==> src/rtl/reg_write_bank_pkg.sv <==
// reg_write_bank_pkg
//   Shared constants and the clear-FSM state encoding for the register-file
//   write side.
//   Contents:
//     DATA_W  : register width
//     ADDR_W  : register index width
//     NREG    : register count (2**ADDR_W)
//     state_t : IDLE accepts writes, CLEAR runs the bulk clear
package reg_write_bank_pkg;

  localparam int DATA_W = 32;
  localparam int ADDR_W = 5;
  localparam int NREG   = 32;

  typedef enum logic {
    IDLE  = 1'b0,
    CLEAR = 1'b1
  } state_t;

endpackage

==> src/rtl/reg_write_bank_decoder.sv <==
// decoder_5_32
//   Combinational address-to-one-hot decoder with enable. This is the
//   write-side counterpart of the read-side 32:1 selector tree.
//   Ports:
//     en     in  1       all outputs zero when low
//     addr   in  ADDR_W  index to decode
//     onehot out NREG    bit addr set when en is high
module decoder_5_32 #(
  parameter int ADDR_W = reg_write_bank_pkg::ADDR_W,
  parameter int NREG   = reg_write_bank_pkg::NREG
) (
  input  logic              en,
  input  logic [ADDR_W-1:0] addr,
  output logic [NREG-1:0]   onehot
);

  always_comb begin
    onehot = '0;
    if (en) onehot[addr] = 1'b1;
  end

endmodule

==> src/rtl/reg_write_bank.sv <==
// reg_write_bank
//   Write side of the register file: valid/ready write port, one-hot write
//   enable, the register storage itself and a bulk-clear sequencer that
//   zeroes registers 1..NREG-1, one per cycle, while stalling writes.
//   Register 0 is hard-wired to zero.
//   Ports:
//     clock        in  1            rising-edge clock
//     reset        in  1            synchronous active-high reset
//     wr_valid     in  1            write request present
//     wr_ready     out 1            write can be accepted (state decode only)
//     wr_addr      in  ADDR_W       target register
//     wr_data      in  DATA_W       write data
//     clr_start    in  1            start bulk clear (ignored while clearing)
//     clr_busy     out 1            bulk clear in progress
//     wr_done      out 1            registered pulse for a committed write
//     wr_en_onehot out NREG         registered enable of that write
//     regs_flat    out NREG*DATA_W  register k at [k*DATA_W +: DATA_W]
module reg_write_bank #(
  parameter int DATA_W = reg_write_bank_pkg::DATA_W,
  parameter int ADDR_W = reg_write_bank_pkg::ADDR_W,
  parameter int NREG   = reg_write_bank_pkg::NREG
) (
  input  logic                   clock,
  input  logic                   reset,
  input  logic                   wr_valid,
  output logic                   wr_ready,
  input  logic [ADDR_W-1:0]      wr_addr,
  input  logic [DATA_W-1:0]      wr_data,
  input  logic                   clr_start,
  output logic                   clr_busy,
  output logic                   wr_done,
  output logic [NREG-1:0]        wr_en_onehot,
  output logic [NREG*DATA_W-1:0] regs_flat
);
  import reg_write_bank_pkg::*;

  localparam logic [ADDR_W-1:0] CNT_FIRST = ADDR_W'(1);
  localparam logic [ADDR_W-1:0] CNT_LAST  = ADDR_W'(NREG - 1);

  state_t            state;
  logic [ADDR_W-1:0] cnt;
  logic              accept;
  logic [NREG-1:0]   wen;
  logic [DATA_W-1:0] regs [NREG];

  // Handshake outputs come straight from the state register, so there is no
  // combinational path from any input to wr_ready.
  assign wr_ready = (state == IDLE);
  assign clr_busy = (state == CLEAR);
  assign accept   = wr_valid & wr_ready;

  decoder_5_32 #(
    .ADDR_W (ADDR_W),
    .NREG   (NREG)
  ) u_dec (
    .en     (accept),
    .addr   (wr_addr),
    .onehot (wen)
  );

  // Clear sequencer and write-completion flags. The counter starts at 1 so
  // register 0 is never visited, and it leaves CLEAR on the edge that clears
  // the last register, so it never wraps while clearing.
  always_ff @(posedge clock) begin
    if (reset) begin
      state        <= IDLE;
      cnt          <= CNT_FIRST;
      wr_done      <= 1'b0;
      wr_en_onehot <= '0;
    end else begin
      wr_done      <= accept;
      wr_en_onehot <= wen;
      case (state)
        IDLE: begin
          if (clr_start) begin
            state <= CLEAR;
            cnt   <= CNT_FIRST;
          end
        end
        CLEAR: begin
          if (cnt == CNT_LAST) begin
            state <= IDLE;
            cnt   <= CNT_FIRST;
          end else begin
            cnt <= cnt + CNT_FIRST;
          end
        end
        default: begin
          state <= IDLE;
          cnt   <= CNT_FIRST;
        end
      endcase
    end
  end

  // Register storage. Writes only happen in IDLE and clears only in CLEAR,
  // so the two never target a register on the same edge; a write issued
  // together with clr_start lands first and is zeroed later by the sweep.
  always_ff @(posedge clock) begin
    if (reset) begin
      for (int k = 0; k < NREG; k++) regs[k] <= '0;
    end else begin
      regs[0] <= '0;
      for (int k = 1; k < NREG; k++) begin
        if (wen[k])
          regs[k] <= wr_data;
        else if (state == CLEAR && cnt == ADDR_W'(k))
          regs[k] <= '0;
      end
    end
  end

  always_comb begin
    regs_flat = '0;
    for (int k = 0; k < NREG; k++) regs_flat[k*DATA_W +: DATA_W] = regs[k];
  end

endmodule

==> config.mk <==
export PLATFORM = sky130hd
export DESIGN_NAME = reg_write_bank
export DESIGN_NICKNAME = d
export VERILOG_FILES = /design/src/rtl/reg_write_bank_pkg.sv /design/src/rtl/reg_write_bank_decoder.sv /design/src/rtl/reg_write_bank.sv
export SDC_FILE = /design/constraint.sdc
export NUM_CORES = 1
export LEC_CHECK = 0
export CAP_MARGIN = 20
export CELL_PAD_IN_SITES_DETAIL_PLACEMENT = 1
export CELL_PAD_IN_SITES_GLOBAL_PLACEMENT = 1
export CORE_AREA = 2 2 431 433
export CTS_CLUSTER_SIZE = 8
export DETAILED_ROUTE_END_ITERATION = 16
export DIE_AREA = 0 0 433 435
export DONT_BUFFER_PORTS = 1
export PLACE_DENSITY = 0.45
export SYNTH_ARGS = -nofsm -noshare
export SYNTH_HDL_FRONTEND = slang
export SYNTH_SLANG_ARGS = --single-unit
==> constraint.sdc <==
create_clock -name clock -period 6.9 [get_ports clock]
set_input_delay 0 -clock clock [delete_from_list [all_inputs] [get_ports clock]]
set_output_delay 0 -clock clock [all_outputs]
set_load 0.02 [all_outputs]
==> impl_results.rst <==
.. list-table::
   :header-rows: 1

   * - Metric
     - Value
   * - Headroom to the max-slew limit
     - 0.330
   * - Max-cap violations
     - 0
   * - Fill cell total of the finished layout
     - 19.7k
   * - Routed wirelength normalized by instance count
     - 34.0 microns
   * - Final core occ
     - 0.258
   * - Dominant cell by count in the synthesized netlist
     - sky130_fd_sc_hd__edfxtp_1
   * - First-pass GRT wire length
     - 230000 microns
   * - RSZ-0062 raised after global routing
     - false
   * - RR Startpoint
     - clr_busy
   * - Number of enable-type register cells in the synthesized netlist
     - 992
   * - Number of nets in the finished design
     - 2715
   * - Total Wirelength
     - 178000 microns
   * - Largest net degree at the start of global routing
     - 63
   * - Final worst clock skew
     - 0.0470 ns
   * - DR vias/cell
     - around 4.2
   * - Fraction of layout instances using a drive strength above 1
     - 0.119
   * - Worst min-delay path class
     - in2reg
   * - CP endpoint kind
     - flop
   * - Die height
     - 435 microns
   * - Total DRC errors in the routed layout
     - 0
   * - Overall routing resource usage
     - 0.185
   * - Total I/O pin count
     - 1100
   * - Number of cell rows
     - roughly 160
   * - Final slew viol count
     - 0
   * - Clock transition time at the flip-flop clock pins of the worst setup and hold paths
     - 0.06 ns
   * - Largest area contributor in the synthesized netlist
     - sky130_fd_sc_hd__edfxtp_1
   * - Async set-or-reset flop fraction in the synthesized netlist
     - 0
   * - Clk buf depth
     - 3
   * - Power Dens Cells
     - 328 nW/um^2
   * - Synth Warn #
     - 0
   * - Clock root buffer
     - sky130_fd_sc_hd__clkbuf_16
   * - Initial cell density of the core
     - 0.207
   * - Post-synthesis sequential area ratio
     - 0.803
   * - Count of mapped cells out of synthesis
     - 2537
   * - Ratio of final minimum period to clock period
     - 0.528
   * - Critical path type
     - reg2reg
   * - DP HPWL
     - 113000 microns
   * - Final count of hold timing violations
     - 0
   * - Vias
     - 21.9k
   * - Kind of start point of the critical path
     - flop
   * - Number of global-route vias before repair
     - 21.7k
   * - Area of the core
     - around 180000 sq um
   * - Residual antenna-violating net count after detailed routing
     - 0
   * - Signal arrival time at the worst endpoint
     - between 4 and 5 ns
   * - Final weighted congestion in routability-driven placement
     - 0.777
   * - Final global-route overflow total
     - 0
   * - Number of antenna violations at the first check in global routing
     - 32
   * - Latest clock arrival within the worst-skew pair
     - between 0.8 and 0.9 ns
   * - Distinct cell type count after synthesis
     - 44
   * - Resized cells post-CTS
     - 0
   * - Cell area after technology mapping
     - 38100 sq um
   * - Synthesized area per cell
     - 15.0 sq um
   * - Signed area change from the synthesized netlist to the final layout
     - 24.5%
   * - Die Footprint
     - 188000 sq um
   * - Number of H-tree levels
     - 4
   * - Data required time at the worst endpoint
     - 7.30 ns
   * - Most used standard cells in the synthesized netlist
     - sky130_fd_sc_hd__edfxtp_1 (992), sky130_fd_sc_hd__nor2_1 (514), sky130_fd_sc_hd__and2_1 (512)
   * - Clock buffers created by TritonCTS
     - 150
   * - Iteration-0 DRC Markers
     - 2070
   * - Achievable clock frequency
     - 275 MHz
   * - PortBufs
     - 0
   * - Clock tree from TritonCTS
     - built
   * - Area share of the largest cell type after synthesis
     - 0.783
   * - Result of the run
     - completed
   * - Largest fanout of any net on the critical path
     - 50
   * - Maximum ir drop on the vdd rail
     - 0.170 mV
   * - Synth area leaders
     - sky130_fd_sc_hd__edfxtp_1 (78%), sky130_fd_sc_hd__and2_1 (8.4%), sky130_fd_sc_hd__nor2_1 (5.1%)
   * - CTS sink count
     - between 1k and 1.5k
   * - Leakage power
     - 16.0 nW
   * - Critical path startpoint
     - clr_busy
   * - Final number of setup-violating endpoints
     - 0
   * - Summed negative setup slack over all endpoints
     - 0 ns
   * - CTS Hold Bufs
     - 113
   * - Top_reg_cell synth
     - sky130_fd_sc_hd__edfxtp_1
   * - Worst Tran Pin Value
     - roughly 1.0 ns
   * - Hold wc startpoint
     - wr_addr[4]
   * - Flop and latch count out of synthesis
     - 1031
   * - Post CTS Setup Buffer Count
     - 0
   * - Shortest period the worst path allows
     - ~3.6 ns
   * - Detailed-routing iteration count for the pre-antenna-repair pass
     - 5
   * - Die X-Extent
     - roughly 430 microns
-- registers in the layout, summed over array words and instances (netlist names) --
signal and flops:
wr_done 1, cnt 5, clr_busy 1, wr_en_onehot 32, regs 992
-- path summary, 6_finish.rpt --
path / to / slack (ns) / depth (start not counted)
setup / recovery: regs[0][98] / 3.26 / 7
hold / removal: wr_en_onehot[25] / 0.04 / 2
setup reg to reg: regs[0][98] / 3.26 / 7
hold reg to reg: cnt[0] / 0.63 / 2
-- layout by cell type, fill, tap and decap left out, types with 3 or more instances in the layout --
cell,instances
sky130_fd_sc_hd__inv_1,5
sky130_fd_sc_hd__o21ai_4,16
sky130_fd_sc_hd__buf_16,30
sky130_fd_sc_hd__a21oi_4,8
sky130_fd_sc_hd__clkbuf_1,48
sky130_fd_sc_hd__a21oi_1,4
sky130_fd_sc_hd__buf_12,9
sky130_fd_sc_hd__clkbuf_16,154
sky130_fd_sc_hd__nor2_1,514
sky130_fd_sc_hd__edfxtp_1,992
sky130_fd_sc_hd__conb_1,32
sky130_fd_sc_hd__dlygate4sd3_1,80
sky130_fd_sc_hd__nand2_1,134
sky130_fd_sc_hd__o31a_1,3
sky130_fd_sc_hd__clkinv_16,5
sky130_fd_sc_hd__buf_4,58
sky130_fd_sc_hd__inv_6,3
sky130_fd_sc_hd__dfxtp_1,39
sky130_fd_sc_hd__o221ai_4,11
sky130_fd_sc_hd__clkinv_2,3
sky130_fd_sc_hd__nor2b_1,7
sky130_fd_sc_hd__diode_2,17
sky130_fd_sc_hd__nand2b_1,4
sky130_fd_sc_hd__nand2_4,3
sky130_fd_sc_hd__nand3b_1,4
sky130_fd_sc_hd__ha_1,6
sky130_fd_sc_hd__a21oi_2,3
sky130_fd_sc_hd__nand3_1,4
sky130_fd_sc_hd__and2_1,512
-- power by group --
| part | total [W] | switching [W] | leakage [nW] | internal, W |
|---|---|---|---|---|
| Clock | 0.00693 | 0.00283 | 2.08 | 0.00410 |
| Sequential | 0.00781 | 0.000599 | 10.5 | 0.00722 |
| Combinational | 0.000785 | 0.000587 | 3.42 | 0.000199 |
-- kinds of logic (layout without fill, tap and decap cells) --
family,after synthesis,count (layout),share of synthesized area
adder cells (fa/ha/maj),6,6,0.00197
flip-flops,1031,1031,0.803
AO/OA/AOI/OAI,54,54,0.00891
buffers and inverters,235,402,0.0280
AND/OR/NAND/NOR,1210,1210,0.158
other,1,49,0.0000985
-- critical path, cell delays in order, from the launching register on --
cell                       delay, ns
sky130_fd_sc_hd__dfxtp_1        0.30
sky130_fd_sc_hd__buf_4          0.24
sky130_fd_sc_hd__or3b_4         0.49
sky130_fd_sc_hd__inv_2          0.18
sky130_fd_sc_hd__nand3_4        0.57
sky130_fd_sc_hd__buf_4          0.56
sky130_fd_sc_hd__o211ai_1       0.33
sky130_fd_sc_hd__buf_4          0.49
-- layout make-up --
cell class	count	area, sq um	share of cell area
Antenna cell	17	42.5	0.000897
Timing Repair Buffer	177	2240	0.0473
Multi-Input combinational cell	1302	7110	0.150
Sequential cell	1031	30600	0.645
Inverter	6	22.5	0.000475
Tap cell	2480	3100	0.0655
Clock buffer	203	4050	0.0854
Clock inverter	16	275	0.00581
-- per-layer routing --
metal  routed length (microns)  share of wire  vias to the layer above  track usage
li1                          -              -                     8925            -
met1                     64700           0.36                    11700        0.209
met2                     94000           0.53                     1126        0.330
met3                     15500          0.087                      206       0.0576
met4                      3980          0.022                        0       0.0539
met5                         0              0                        -            0
-- per-stage QoR --
stage | cells | cell area (sq um) | total power (W) | hold WS (ns) | setup slack (ns)
CTS | 5211 | 47300 | 0.0158 | 0.0270 | 3.05
detailed placement | 4879 | 41300 | 0.00846 | 0.119 | 3.13
floorplan | 2568 | 38200 | 0.00812 | 0.155 | 2.89
global route | 5218 | 47400 | 0.0160 | 0.0788 | 2.97
global placement | 4877 | 41200 | 0.00846 | 0.120 | 3.14
finish | 5232 | 47400 | 0.0155 | 0.0408 | 3.26
Power figures use the tool's default switching activity.
